<file path="src/rtl/s2p_pkg.sv">
// Shared constants and sizing helpers for the serial2parallel deserializer.
// S2P_PARITY_EN appends one even-parity bit to every serial frame.
package s2p_pkg;

    localparam int S2P_DEF_WIDTH = 4;

`ifdef S2P_PARITY_EN
    localparam int S2P_PAR_BITS = 1;
`else
    localparam int S2P_PAR_BITS = 0;
`endif

    function automatic int cnt_w(input int width);
        return $clog2(width + 1);
    endfunction

    // Number of serial bits per word, including the optional parity bit.
    function automatic int frame_len(input int width);
        return width + S2P_PAR_BITS;
    endfunction

endpackage

</file>
<file path="src/rtl/s2p_hold_reg.sv">
// One-deep valid/ready holding register with a sticky overflow flag.
// A completion that finds the register full and not draining is dropped.
module s2p_hold_reg
    import s2p_pkg::*;
#(
    parameter int DATA_W = S2P_DEF_WIDTH
) (
    input  logic              clk,
    input  logic              rst,
    input  logic              i_load,
    input  logic [DATA_W-1:0] i_data,
    input  logic              i_ready,
    input  logic              i_ovf_clr,
    output logic [DATA_W-1:0] o_data,
    output logic              o_valid,
    output logic              o_ovf
);

    logic w_take;

    assign w_take = i_load && (!o_valid || i_ready);

    always_ff @(posedge clk or posedge rst) begin
        if (rst) begin
            o_data  <= '0;
            o_valid <= 1'b0;
            o_ovf   <= 1'b0;
        end else begin
            if (w_take) begin
                o_data  <= i_data;
                o_valid <= 1'b1;
            end else if (o_valid && i_ready) begin
                o_valid <= 1'b0;
            end
            // A new overflow beats a simultaneous clear.
            if (i_load && !w_take) begin
                o_ovf <= 1'b1;
            end else if (i_ovf_clr) begin
                o_ovf <= 1'b0;
            end
        end
    end

endmodule

</file>
<file path="src/rtl/serial2parallel.sv">
// MSB-first serial-to-parallel deserializer with a valid/ready output stage.
// S2P_PARITY_EN adds a trailing even-parity bit per word and the par_err port.
module serial2parallel
    import s2p_pkg::*;
#(
    parameter int WIDTH = S2P_DEF_WIDTH
) (
    input  logic             clk,
    input  logic             rst,
    input  logic             din,
    input  logic             din_valid,
    input  logic             sof,
    output logic [WIDTH-1:0] dout,
    output logic             valid_out,
    input  logic             ready_in,
    output logic             ovf,
    input  logic             ovf_clr
`ifdef S2P_PARITY_EN
    ,
    output logic             par_err
`endif
);

    localparam int FRAME = frame_len(WIDTH);
    localparam int CW    = cnt_w(WIDTH);
    localparam logic [CW-1:0] LAST = CW'(FRAME - 1);

    logic [WIDTH-1:0] r_sreg;
    logic [CW-1:0]    r_cnt;
    logic             w_last;

    assign w_last = din_valid && !sof && (r_cnt == LAST);

    always_ff @(posedge clk or posedge rst) begin
        if (rst) begin
            r_sreg <= '0;
            r_cnt  <= '0;
        end else if (din_valid) begin
            if (sof) begin
                r_sreg <= {{(WIDTH-1){1'b0}}, din};
                r_cnt  <= CW'(1);
            end else begin
                r_sreg <= {r_sreg[WIDTH-2:0], din};
                r_cnt  <= w_last ? '0 : r_cnt + 1'b1;
            end
        end
    end

`ifdef S2P_PARITY_EN
    // On the parity bit the data already sits in r_sreg; din is the parity bit.
    localparam int HW = WIDTH + 1;
    logic [HW-1:0] w_hold_in;
    logic [HW-1:0] w_hold_out;

    assign w_hold_in = {(^r_sreg) ^ din, r_sreg};
    assign dout      = w_hold_out[WIDTH-1:0];
    assign par_err   = w_hold_out[WIDTH];
`else
    localparam int HW = WIDTH;
    logic [HW-1:0] w_hold_in;
    logic [HW-1:0] w_hold_out;
    logic          w_unused_msb;

    assign w_hold_in    = {r_sreg[WIDTH-2:0], din};
    assign dout         = w_hold_out;
    assign w_unused_msb = r_sreg[WIDTH-1];
`endif

    s2p_hold_reg #(
        .DATA_W (HW)
    ) u_hold (
        .clk       (clk),
        .rst       (rst),
        .i_load    (w_last),
        .i_data    (w_hold_in),
        .i_ready   (ready_in),
        .i_ovf_clr (ovf_clr),
        .o_data    (w_hold_out),
        .o_valid   (valid_out),
        .o_ovf     (ovf)
    );

endmodule

</file>
<file path="config.mk">
export PLATFORM = sky130hd
export DESIGN_NAME = serial2parallel
export DESIGN_NICKNAME = d
export VERILOG_FILES = /design/src/rtl/s2p_pkg.sv /design/src/rtl/s2p_hold_reg.sv /design/src/rtl/serial2parallel.sv
export SDC_FILE = /design/constraint.sdc
export NUM_CORES = 1
export LEC_CHECK = 0
export BUFFER_PORTS_ARGS = -buffer_cell sky130_fd_sc_hd__buf_2
export CORE_AREA = 5 5 42 44
export CTS_CLUSTER_DIAMETER = 60
export CTS_CLUSTER_SIZE = 20
export DETAILED_ROUTE_END_ITERATION = 10
export DIE_AREA = 0 0 47 49
export SYNTH_ARGS = -nofsm -noshare
export SYNTH_HDL_FRONTEND = slang
export SYNTH_SLANG_ARGS = --single-unit
</file>
<file path="constraint.sdc">
create_clock -name clk -period 1.8 [get_ports clk]
set_input_delay 0.18 -clock clk [delete_from_list [all_inputs] [get_ports clk]]
set_output_delay 0.18 -clock clk [all_outputs]
set_load 0.05 [all_outputs]
</file>
# After elaboration in Yosys (flattened, before gate mapping)
# Cells that the tools add are included.
[totals]
register_bits = 12
latchBits = 0
ram_bits = 0
romBits = 0
output_inout_bits = 6
n_memories = 0
[classes]
add_sub_neg = 1
mul = 0
div = 0
order_cmp = 0
eq_ne = 1
shift = 0
n_mux = 7
bitwise_logic = 0
n_reduce_logical = 11
[op_table]
columns = ["cell", "n"]
rows = [
  ["$mux 3", 3],
  ["$logic_and 1x1->1", 5],
  ["$mux 1", 4],
  ["$reduce_bool 2->1", 2],
  ["$add 3x1->3 const B", 1],
  ["$eq 3x2->1 const B", 1],
  ["$logic_not 1->1", 3],
  ["$logic_or 1x1->1", 1],
]

# Logic depth before layout (Yosys ltp)
# Gate-level depths: netlist of run 1.
[logic_depth]
word_depth = 7
mapped_depth = 4
ltp_nobuf = 4

# Cells and area by module
# A second synthesis of run 1 with hierarchy kept.
[unflattened]
hier_cells = 43
hier_area_um2 = 524.3
[by_module_without_submodules]
columns = ["mod", "instances", "cells_each", "area_per_inst_um2", "seq_area_each_um2"]
rows = [
  ["serial2parallel", 1, 26, 267.8, 150.1],
  ["s2p_hold_reg", 1, 17, 256.5, 150.1],
]

# Worst setup path after synthesis of run 1
# No wires, ideal clock.
[synth_timing]
path_kind = "register -> register"
from = "register u_hold.o_valid"
to = "register u_hold.o_data[0]"
setup_time_ns = 0.125
arrival_ns = 1.378
required_time_ns = 1.675
path_slack_ns = 0.297
stages_incl_launch_ff = 4
period_less_slack_ns = 1.503
path_cell_list = "dfrtp_1 or2b_2 nand2b_4 mux2_4"
[synth_via]
elab_chain_len = 3
[synth_rtl]
columns = ["element", "line_no", "text"]
rows = [
  ["start, declared", "s2p_hold_reg.sv:15", "output logic o_valid,"],
  ["start signal, assigned", "s2p_hold_reg.sv:26", "o_valid <= 1'b0;"],
  ["start signal, assigned", "s2p_hold_reg.sv:31", "o_valid <= 1'b1;"],
  ["start signal, assigned", "s2p_hold_reg.sv:33", "o_valid <= 1'b0;"],
  ["$logic_not 1->1", "s2p_hold_reg.sv:21", "assign w_take = i_load && (!o_valid || i_ready);"],
  ["$logic_or 1x1->1", "s2p_hold_reg.sv:21", ""],
  ["$logic_and 1x1->1", "s2p_hold_reg.sv:21", ""],
  ["end signal, assigned", "s2p_hold_reg.sv:30", "o_data <= i_data;"],
  ["end, declared", "s2p_hold_reg.sv:14", "output logic [DATA_W-1:0] o_data,"],
]
# Every way passes these cells.
# A chain may end at the register's enable or synchronous reset.

# Worst setup path in the final report of run 1
[layout_timing]
from = "register r_cnt[0]"
to = "register u_hold.o_data[2]"
[layout_via]
elab_chain_len = 3
[layout_rtl]
columns = ["element", "line_no", "text"]
rows = [
  ["start, declared", "serial2parallel.sv:29", "logic [CW-1:0] r_cnt;"],
  ["start signal, assigned", "serial2parallel.sv:44", "r_cnt <= w_last ? '0 : r_cnt + 1'b1;"],
  ["$eq 3x2->1", "serial2parallel.sv:32", "assign w_last = din_valid && !sof && (r_cnt == LAST);"],
  ["$logic_and 1x1->1", "serial2parallel.sv:32", ""],
  ["$logic_and 1x1->1", "s2p_hold_reg.sv:21", ""],
]
# Every way passes these cells.

==> impl_metrics.env, run 1 <==
export IMPL_coreArea_mm2=0.00140
export IMPL_start_kind="flop"
export IMPL_final_util=0.468
export IMPL_postSynthNetCount=50
export IMPL_unrepaired_setup_endpoints_after_global_routing="false"
export IMPL_postSynthRegisterBits=12
export IMPL_cp_data_required_time_ns=1.96
export IMPL_grt_max_degree=13
export IMPL_route_detailed_wl_per_inst_um=12.2
export IMPL_mappedNetlistArea_um2=534
export IMPL_yosysTopAreaCellShare=0.562
export IMPL_remaining_drc_errors=0
export IMPL_worstPathArrival_ns=1.51
export IMPL_timing_hold_violations_final=0
export IMPL_numClockSinks=12
export IMPL_place_ws_ns=0.456
export IMPL_maximum_ir_drop_on_the_vdd_rail_v=0.000694
export IMPL_yosysUniqueCellTypes=17
export IMPL_design_portCount=13
export IMPL_antenna_found_initial=0
export IMPL_numCtsBuffers=3
export IMPL_buffer_ports_inserted=12
export IMPL_num_antenna_cells=0
export IMPL_drtAntennaViolNets=0
export IMPL_ff2ff_path_depth=4
export IMPL_ys_warn_count=0
export IMPL_critical_path_peak_fanout=4
export IMPL_die_y_um=49
export IMPL_endpoints_failing_setup=0
export IMPL_finalSetupTns_ns=0
export IMPL_cts_tree="done"
export IMPL_ratio_of_cells_with_drive_above_1_in_the_final_layout=0.414
export IMPL_timing_final_crit_share=0.752
export IMPL_root_buffer="sky130_fd_sc_hd__clkbuf_4"
export IMPL_worstMarginPinSlew_ns=0.452
export IMPL_cts_max_level=1
export IMPL_path_class="flop to flop"
export IMPL_gp_routability_congestion=0.686
export IMPL_p_leak_nw=0.346
export IMPL_post_synth_inst_count=42
export IMPL_worst_hold_path_type="primary input to flop"
export IMPL_grt_pass1_wl_mm=1.57
export IMPL_synth_top_cells_by_area="sky130_fd_sc_hd__dfrtp_1 56%, sky130_fd_sc_hd__mux2_4 11%, sky130_fd_sc_hd__nand4bb_4 5.2%, sky130_fd_sc_hd__o22ai_1 4.7%, sky130_fd_sc_hd__inv_1 4.2%"
export IMPL_end_kind="flop"
export IMPL_total_die_area_mm2=0.00230
export IMPL_initial_utilization=0.381
export IMPL_areaGrowthSynthToFinish_pct=22.7
export IMPL_clk_latency_ns=0.27
export IMPL_first_pass_iters=3
export IMPL_cell_area_power_density_mw_per_mm2=1340
export IMPL_grt_total_usage=0.0982
export IMPL_holdPathStages=2
export IMPL_grt_overflow_total=0
export IMPL_setup_slack_ns=0.446
export IMPL_post_cts_resized=0
export IMPL_initialDrtViolationCount=2
export IMPL_status="finished clean"
export IMPL_place_hpwl_um=696
export IMPL_final_max_slew_violation_count=0
export IMPL_fill_cells=143
export IMPL_max_freq_ghz=0.739
export IMPL_finalNetCount=67
export IMPL_cts_buffer_depth=2
export IMPL_synth_top_area_cell="sky130_fd_sc_hd__dfrtp_1"
export IMPL_max_cap_viol_count=0
export IMPL_total_power_w=0.000881
export IMPL_fp_row_count=14
export IMPL_viasPerCell=4.55
export IMPL_clock_skew_ns=0.00120
export IMPL_avgSynthCellArea_um2=12.7
export IMPL_fp_dieW_um=47
export IMPL_first_global_vias=355
export IMPL_layout_cells_most_common_list="12 x sky130_fd_sc_hd__buf_2, 12 x sky130_fd_sc_hd__dfrtp_1, 6 x sky130_fd_sc_hd__inv_1"
export IMPL_synth_yosys_seq_area_share=0.562
export IMPL_total_wire_length_um=902
export IMPL_finalWorstPathRequiredPeriod_ns=1.35
export IMPL_num_vias=337
export IMPL_worst_setup_hold_path_clk_slew_ns=0.07
export IMPL_max_slew_margin=0.698
-- power breakdown --
group	switching, W	internal, W	total [W]
Sequential	0.0000320	0.000324	0.000356
Combinational	0.000208	0.000107	0.000315
Clock	0.0000870	0.000123	0.000210
Total	0.000327	0.000554	0.000881
-- cell usage after synthesis (all sizes together) --
cell type,count
a21oi,2
and2,1
buf,1
dfrtp,12
ha,1
inv,6
mux2,5
nand2,3
nand2b,2
nand3,1
nand4bb,1
nor2,1
o21ai,1
o22ai,4
or2b,1
-- routing by layer --
| layer | global-route usage | wire length, um | up-vias |
|---|---|---|---|
| met1 | 0.118 | 385 | 155 |
| met5 | 0 | 0 | - |
| met3 | 0.0664 | 55 | 2 |
| met2 | 0.133 | 452 | 8 |
| met4 | 0.0415 | 9 | 0 |
| li1 | - | - | 172 |
-- kinds of logic (layout without fill, tap and decap cells) --
| group | count (synthesis) | count (layout) | synth area share |
|---|---|---|---|
| and+or+nand+nor | 10 | 10 | 0.155 |
| buffers and inverters | 7 | 23 | 0.0515 |
| DFF | 12 | 12 | 0.562 |
| AOI/OAI and AO/OA | 7 | 7 | 0.0749 |
| adders and majority gates | 1 | 1 | 0.0234 |
| muxes | 5 | 5 | 0.133 |
-- per-stage QoR --
| step | hold WS [ns] | cells | cell area, um^2 |
|---|---|---|---|
| 2_1_floorplan | 0.0447 | 42 | 534 |
| 3_3_place_gp | 0.209 | 69 | 609 |
| 3_5_place_dp | 0.209 | 69 | 609 |
| 4_1_cts | 0.0881 | 74 | 656 |
| 5_1_grt | 0.0780 | 74 | 656 |
| 6_report | 0.0977 | 74 | 656 |
-- flip-flops by register name, indices dropped and copies added, names as in the netlist --
register and cells:
r_cnt 3, r_sreg 3, u_hold.o_valid 1, u_hold.o_ovf 1
u_hold.o_data 4
-- repair_timing --
| item | 4_1_cts | 5_1_grt |
|---|---|---|
| hold endpoints to repair | 12 | 0 |
| setup buffers | 0 | 0 |
| hold buffers | 1 | 0 |
-- final cells by class --
type                    instances  area, um^2  share of cell area
repair buffers                 13        70.1               0.107
multi-input cells              23         206               0.315
inverters                       6        22.5              0.0344
flip-flops and latches         12         300               0.458
clock buffers                   4        36.3              0.0553
well taps                      16        20.0              0.0305
-- final timing paths --
kind                       startpoint                to  slack, ns
max                          r_cnt[0]  u_hold.o_data[2]       0.45
min                           ovf_clr      u_hold.o_ovf        0.1
max reg2reg                  r_cnt[0]  u_hold.o_data[2]       0.45
min reg2reg                 r_sreg[2]  u_hold.o_data[3]       0.51
max in group asynchronous         rst          r_cnt[1]       1.04
min in group asynchronous         rst  u_hold.o_data[0]       0.45
-- worst max-delay path: stages (launching register included) --
cell,delay (ns)
sky130_fd_sc_hd__dfrtp_1,0.40
sky130_fd_sc_hd__ha_1,0.26
sky130_fd_sc_hd__nand4bb_4,0.11
sky130_fd_sc_hd__nand2b_4,0.17
sky130_fd_sc_hd__mux2_4,0.30
Note: power is estimated with default switching activity, not from simulation.
==> inputs of run 2 (changes only) <==
clock period = 1.4 ns   (was 1.8 ns; I/O delays follow)
==> run 2 against run 1 <==
Against the previous run: sequential share of layout area fell by 0.59 points; final cell count rose by 1.4%; via count rose by 1.2%; highest routed layer unchanged.
==> impl_metrics.env, run 2 (same netlist as run 1, synthesis figures left out) <==
export IMPL_status="finished clean"
export IMPL_route_detailed_wl_per_inst_um=11.6
export IMPL_drtAntennaViolNets=0
export IMPL_place_ws_ns=0.0574
export IMPL_worstPathArrival_ns=1.46
export IMPL_cell_area_power_density_mw_per_mm2=1700
export IMPL_grt_total_usage=0.0989
export IMPL_grt_max_degree=13
export IMPL_detailed_place_area_um2=618
export IMPL_critical_path_peak_fanout=4
export IMPL_first_global_vias=349
export IMPL_endpoints_failing_setup=0
export IMPL_maximum_ir_drop_on_the_vdd_rail_v=0.000753
export IMPL_finalNetCount=68
export IMPL_final_max_slew_violation_count=0
export IMPL_num_antenna_cells=0
export IMPL_viasPerCell=4.55
export IMPL_finalWorstPathRequiredPeriod_ns=1.30
export IMPL_timing_critical_path_slowest_stage_cell="sky130_fd_sc_hd__dfrtp_1"
export IMPL_worst_setup_hold_path_clk_slew_ns=0.08
export IMPL_place_hpwl_um=680
export IMPL_gp_routability_congestion=0.674
export IMPL_fill_cells=137
export IMPL_max_cap_viol_count=0
export IMPL_num_vias=341
export IMPL_timing_critical_path_cells="ha_2, nand4bb_4, nand2b_4, mux2_4"
export IMPL_worst_hold_path_type="primary input to flop"
export IMPL_numCtsBuffers=3
export IMPL_first_pass_iters=4
export IMPL_initial_utilization=0.381
export IMPL_cts_buffer_depth=2
export IMPL_timing_hold_violations_final=0
export IMPL_layout_cells_most_common_list="12 x sky130_fd_sc_hd__buf_2, 11 x sky130_fd_sc_hd__dfrtp_1, 6 x sky130_fd_sc_hd__inv_1"
export IMPL_layout_top_registers="u_hold.o_data x4, r_cnt x3, r_sreg x3"
export IMPL_cts_tree="done"
export IMPL_path_class="flop to flop"
export IMPL_register_area_um2=302
export IMPL_total_die_area_mm2=0.00230
export IMPL_final_common_cell="sky130_fd_sc_hd__buf_2"
export IMPL_cts_max_level=1
export IMPL_end_kind="flop"
export IMPL_unrepaired_setup_endpoints_after_global_routing="false"
export IMPL_cts_setup_buffers=0
export IMPL_finalSetupTns_ns=0
export IMPL_largest_register="u_hold.o_data"
export IMPL_max_stage_delay_ns=0.37
export IMPL_die_y_um=49
export IMPL_setup_slack_ns=0.0964
export IMPL_fp_dieW_um=47
export IMPL_antenna_found_initial=0
export IMPL_clk_latency_ns=0.27
export IMPL_buffer_ports_inserted=12
export IMPL_grt_pass1_wl_mm=1.60
export IMPL_numClockSinks=12
export IMPL_design_portCount=13
export IMPL_areaGrowthSynthToFinish_pct=24.8
export IMPL_root_buffer="sky130_fd_sc_hd__clkbuf_4"
export IMPL_area_taken_by_multi_input_logic_gates_um2=209
export IMPL_total_wire_length_um=873
export IMPL_max_freq_ghz=0.767
export IMPL_timing_final_crit_share=0.931
export IMPL_max_slew_margin=0.697
export IMPL_grt_overflow_total=0
export IMPL_fp_row_count=14
export IMPL_initialDrtViolationCount=3
export IMPL_coreArea_mm2=0.00140
export IMPL_remaining_drc_errors=0
export IMPL_fin_area_um2=667
export IMPL_cp_data_required_time_ns=1.56
export IMPL_worstMarginPinSlew_ns=0.454
export IMPL_start_kind="flop"
export IMPL_ratio_of_cells_with_drive_above_1_in_the_final_layout=0.458
export IMPL_p_leak_nw=0.347
export IMPL_largest_register_ffs=4
export IMPL_clock_skew_ns=0.00603
## run 2: cell types whose count changed in the layout (fill, tap and decap cells not counted), sizes merged
cell / change
buf: +1
## run 2: path summary, 6_finish.rpt
check	depth (start not counted)	startpoint	slack, ns	endpoint
setup / recovery	4	r_cnt[0]	0.1	u_hold.o_data[0]
hold reg to reg	1	r_cnt[2]	0.51	r_cnt[2]
min in group asynchronous	3	rst	0.41	u_hold.o_data[3]
hold / removal	2	ovf_clr	0.06	u_hold.o_ovf
setup reg to reg	4	r_cnt[0]	0.1	u_hold.o_data[0]
max in group asynchronous	3	rst	0.65	u_hold.o_valid
## run 2: worst max-delay path: cells and delay by family, from the launching register on
kind	cells	cell delay [ns]
adders and majority gates	1	0.22
DFF	1	0.37
muxes	1	0.30
and+or+nand+nor	2	0.31
## run 2: repair_timing
| item | 4_1_cts | 5_1_grt |
|---|---|---|
| hold buffers | 1 | 0 |
| setup endpoints to repair | 0 | 4 |
| gates resized for setup | 0 | 1 |
| endpoints found under the hold margin | 12 | 0 |
## run 2: final cells by class
cell class | instances | area share
sequential | 12 | 0.452
multi-input combinational | 23 | 0.313
timing repair buffer | 14 | 0.116
clock buffer | 4 | 0.0544
inverter | 6 | 0.0338
tap | 16 | 0.0300
## run 2: through the flow
| stage | util | power (W) | instances | hold WS (ns) |
|---|---|---|---|---|
| 4_1_cts | 0.474 | 0.00115 | 75 | 0.0517 |
| 3_3_place_gp | 0.441 | 0.000865 | 70 | 0.170 |
| 2_1_floorplan | - | 0.000780 | 42 | 0.00463 |
| 3_5_place_dp | 0.441 | 0.000877 | 70 | 0.173 |
| 6_report | 0.476 | 0.00113 | 75 | 0.0594 |
| 5_1_grt | 0.476 | 0.00121 | 75 | 0.0409 |
## run 2: routing by layer
metal  wire length, um  global-route usage  share of wire
met2               448               0.143           0.51
met3                29              0.0554          0.033
met4                12              0.0415          0.014
met5                 0                   0              0
met1               384               0.118           0.44
## run 2: power breakdown
| part | internal (W) | switching (W) | leakage, nW | total (W) |
|---|---|---|---|---|
| logic | 0.000141 | 0.000265 | 0.174 | 0.000406 |
| registers | 0.000417 | 0.0000412 | 0.153 | 0.000458 |
| clock network | 0.000158 | 0.000111 | 0.0210 | 0.000268 |
==> inputs of run 3 (changes only) <==
SYNTH_HIERARCHICAL = 1   (was not set)
==> run 3 against run 2 <==
Against the previous run: final cell count is 5.3% higher; clock power is 26% lower; the flow now finishes with violations (setup timing); sequential cell count stayed put; critical endpoint is now u_hold/o_data[3].
==> impl_metrics.env, run 3 <==
export IMPL_status="finished, violations left"
export IMPL_violations="setup timing"
export IMPL_ff2ff_setup_slack_ns=-0.009
export IMPL_timing_hold_violations_final=0
export IMPL_numClockSinks=12
export IMPL_synth_top_family_by_area="simple AND/OR/NAND/NOR gates"
export IMPL_reg_to_reg_critical_path_endpoint="u_hold/o_data[3]"
export IMPL_worstPathArrival_ns=1.56
export IMPL_route_detailed_wl_per_inst_um=11.9
export IMPL_place_ws_ns=-0.0106
export IMPL_fp_row_count=14
export IMPL_critical_path_buf_inv_count=0
export IMPL_cts_max_level=1
export IMPL_numCtsBuffers=3
export IMPL_die_y_um=49
export IMPL_power_sequential_fraction=0.421
export IMPL_first_global_vias=352
export IMPL_viasPerCell=4.43
export IMPL_ratio_of_cells_with_drive_above_1_in_the_final_layout=0.476
export IMPL_finalNetCount=73
export IMPL_clock_skew_ns=0.00210
export IMPL_grt_max_degree=9
export IMPL_yosysTopAreaCellShare=0.573
export IMPL_critical_path_peak_fanout=4
export IMPL_grt_total_usage=0.0913
export IMPL_xor_xnor_cell_area_share_of_the_yosys_netlist=0
export IMPL_max_freq_ghz=0.710
export IMPL_synth_most_common_cell="sky130_fd_sc_hd__dfrtp_1"
export IMPL_max_cap_viol_count=0
export IMPL_total_wire_length_um=942
export IMPL_holdWs_ns=0.0663
export IMPL_postSynthRegisterBits=12
export IMPL_synth_top_cells_by_area="sky130_fd_sc_hd__dfrtp_1 57%, sky130_fd_sc_hd__mux2_4 11%, sky130_fd_sc_hd__inv_1 5.0%, sky130_fd_sc_hd__o21ai_0 3.8%, sky130_fd_sc_hd__nand2b_4 2.6%"
export IMPL_root_buffer="sky130_fd_sc_hd__clkbuf_4"
export IMPL_total_power_w=0.00111
export IMPL_mappedNetlistArea_um2=524
export IMPL_place_hpwl_um=665
export IMPL_synth_compound_gate_area_share=0.0597
export IMPL_design_portCount=13
export IMPL_num_antenna_cells=0
export IMPL_fp_dieW_um=47
export IMPL_worstMarginPinSlew_ns=0.248
export IMPL_max_slew_margin=0.836
export IMPL_first_pass_iters=4
export IMPL_areaGrowthSynthToFinish_pct=32.7
export IMPL_remaining_drc_errors=0
export IMPL_buffer_ports_inserted=12
export IMPL_timing_hold_worst_start="ovf_clr"
export IMPL_grt_pass1_wl_mm=1.52
export IMPL_timing_critical_path_slowest_stage_cell="sky130_fd_sc_hd__dfrtp_1"
export IMPL_cell_area_power_density_mw_per_mm2=1590
export IMPL_postSynth_asyncResetShare=1.00
export IMPL_timing_final_crit_share=1.01
export IMPL_start_kind="flop"
export IMPL_gp_routability_congestion=0.729
export IMPL_switchingPower_w=0.000419
export IMPL_synth_mux_area_frac=0.136
export IMPL_num_vias=350
export IMPL_finalWorstPathRequiredPeriod_ns=1.41
export IMPL_path_class="flop to flop"
export IMPL_sw_frac_of_total=0.379
export IMPL_cts_tree="done"
export IMPL_p_leak_nw=0.361
export IMPL_synth_yosys_seq_area_share=0.573
export IMPL_finalSetupTns_ns=-0.0363
export IMPL_unrepaired_setup_endpoints_after_global_routing="true"
export IMPL_p_comb_frac=0.400
export IMPL_fill_cells=133
export IMPL_total_die_area_mm2=0.00230
export IMPL_antenna_found_initial=0
export IMPL_holdPathStages=2
export IMPL_endpoints_failing_setup=4
export IMPL_yosysUniqueCellTypes=18
export IMPL_r2r_start="r_cnt[1]"
export IMPL_post_synth_inst_count=43
export IMPL_maximum_ir_drop_on_the_vdd_rail_v=0.000896
export IMPL_avgSynthCellArea_um2=12.2
export IMPL_largest_register="u_hold/o_data"
export IMPL_number_of_enable_type_register_cells_in_the_synthesized_netlist=0
export IMPL_drtAntennaViolNets=0
export IMPL_crit_family="flip-flops"
export IMPL_ff2ff_path_depth=5
export IMPL_cell_count_along_the_critical_path=5
export IMPL_cts_buffer_depth=2
export IMPL_ys_warn_count=6
export IMPL_p_clk_frac=0.180
export IMPL_timing_critical_path_cells="ha_4, nand2b_4, nor3b_4, nand2_4, mux2_4"
export IMPL_coreArea_mm2=0.00140
export IMPL_worst_setup_hold_path_clk_slew_ns=0.07
export IMPL_postSynthNetCount=51
export IMPL_end_kind="flop"
export IMPL_max_stage_delay_ns=0.42
export IMPL_final_util=0.496
export IMPL_crit_start="r_cnt[1]"
export IMPL_initialDrtViolationCount=5
export IMPL_grt_overflow_total=0
export IMPL_initial_utilization=0.374
export IMPL_yosys_top_cells_count="12 x sky130_fd_sc_hd__dfrtp_1, 7 x sky130_fd_sc_hd__inv_1, 4 x sky130_fd_sc_hd__mux2_4, 4 x sky130_fd_sc_hd__o21ai_0, 3 x sky130_fd_sc_hd__nand2_1"
export IMPL_internal_power_w=0.000686
export IMPL_yosys_area_share_adder=0.0239
export IMPL_layout_top_registers="u_hold/o_data x4, r_cnt x3, r_sreg x3"
export IMPL_post_synth_and_or_nand_nor_area_fraction=0.158
export IMPL_synthFlopType="sky130_fd_sc_hd__dfrtp_1"
export IMPL_setup_slack_ns=-0.00920
export IMPL_worst_hold_path_type="primary input to flop"
export IMPL_clk_latency_ns=0.26
export IMPL_synth_top_area_cell="sky130_fd_sc_hd__dfrtp_1"
export IMPL_largest_register_ffs=4
export IMPL_timing_hold_worst_endpoint="u_hold/o_ovf"
export IMPL_final_max_slew_violation_count=0
export IMPL_cp_data_required_time_ns=1.55
export IMPL_layout_cells_most_common_list="12 x sky130_fd_sc_hd__buf_2, 12 x sky130_fd_sc_hd__dfrtp_1, 7 x sky130_fd_sc_hd__inv_1"
==> run 3: final cells by class <==
class,instances,area (um^2),share of cell area
flip-flops and latches,12,300,0.432
multi-input cells,24,226,0.326
repair buffers,17,100,0.144
inverters,7,26.3,0.0378
clock buffers,3,22.5,0.0324
well taps,16,20.0,0.0288
==> run 3: per-layer routing <==
metal,track usage,vias to the layer above,wire length [um]
met3,0.0554,0,55
met1,0.124,163,417
li1,-,179,-
met5,0,-,0
met2,0.127,8,470
met4,0.0138,0,0
==> run 3: worst max-delay path by stage <==
stage                                   to  slack [ns]
after floorplan           u_hold/o_data[0]        0.05
after global placement    u_hold/o_data[0]        0.03
after detailed placement  u_hold/o_data[3]       -0.01
after CTS                 u_hold/o_data[0]       0.005
after global routing      u_hold/o_data[0]       -0.06
final                     u_hold/o_data[3]      -0.009
==> run 3: cells by family (layout without fill, tap and decap cells) <==
group / count (synthesis) / count (layout)
simple gates: 12 / 12
buf+inv: 7 / 27
flops: 12 / 12
fa+ha+maj: 1 / 1
compound gates: 6 / 6
mux: 5 / 5
==> run 3: worst register-to-register path, cell delays in order, from the launching register on <==
cell and delay (ns):
sky130_fd_sc_hd__dfrtp_1 0.42, sky130_fd_sc_hd__ha_4 0.17, sky130_fd_sc_hd__nand2b_4 0.06, sky130_fd_sc_hd__nor3b_4 0.24, sky130_fd_sc_hd__nand2_4 0.11, sky130_fd_sc_hd__mux2_4 0.30
==> run 3: repair_timing <==
action,4_1_cts,5_1_grt
hold endpoints to repair,12,0
pin swaps,0,3
hold buffers,1,0
buffers inserted,0,3
gates resized for setup,1,3
setup endpoints to repair,4,4
==> run 3: stage by stage <==
stage	instances	cell area [um^2]
2_1_floorplan	43	529
4_1_cts	76	656
3_3_place_gp	72	617
5_1_grt	79	696
6_report	79	696
3_5_place_dp	72	617
==> run 3: power by group through the flow <==
stage,sequential (W),combinational [W],clock (W)
floorplan,0.000645,0.000126,0
global placement,0.000463,0.000400,0
detailed placement,0.000465,0.000401,0
CTS,0.000458,0.000407,0.000208
global route,0.000476,0.000474,0.000227
finish,0.000465,0.000442,0.000199
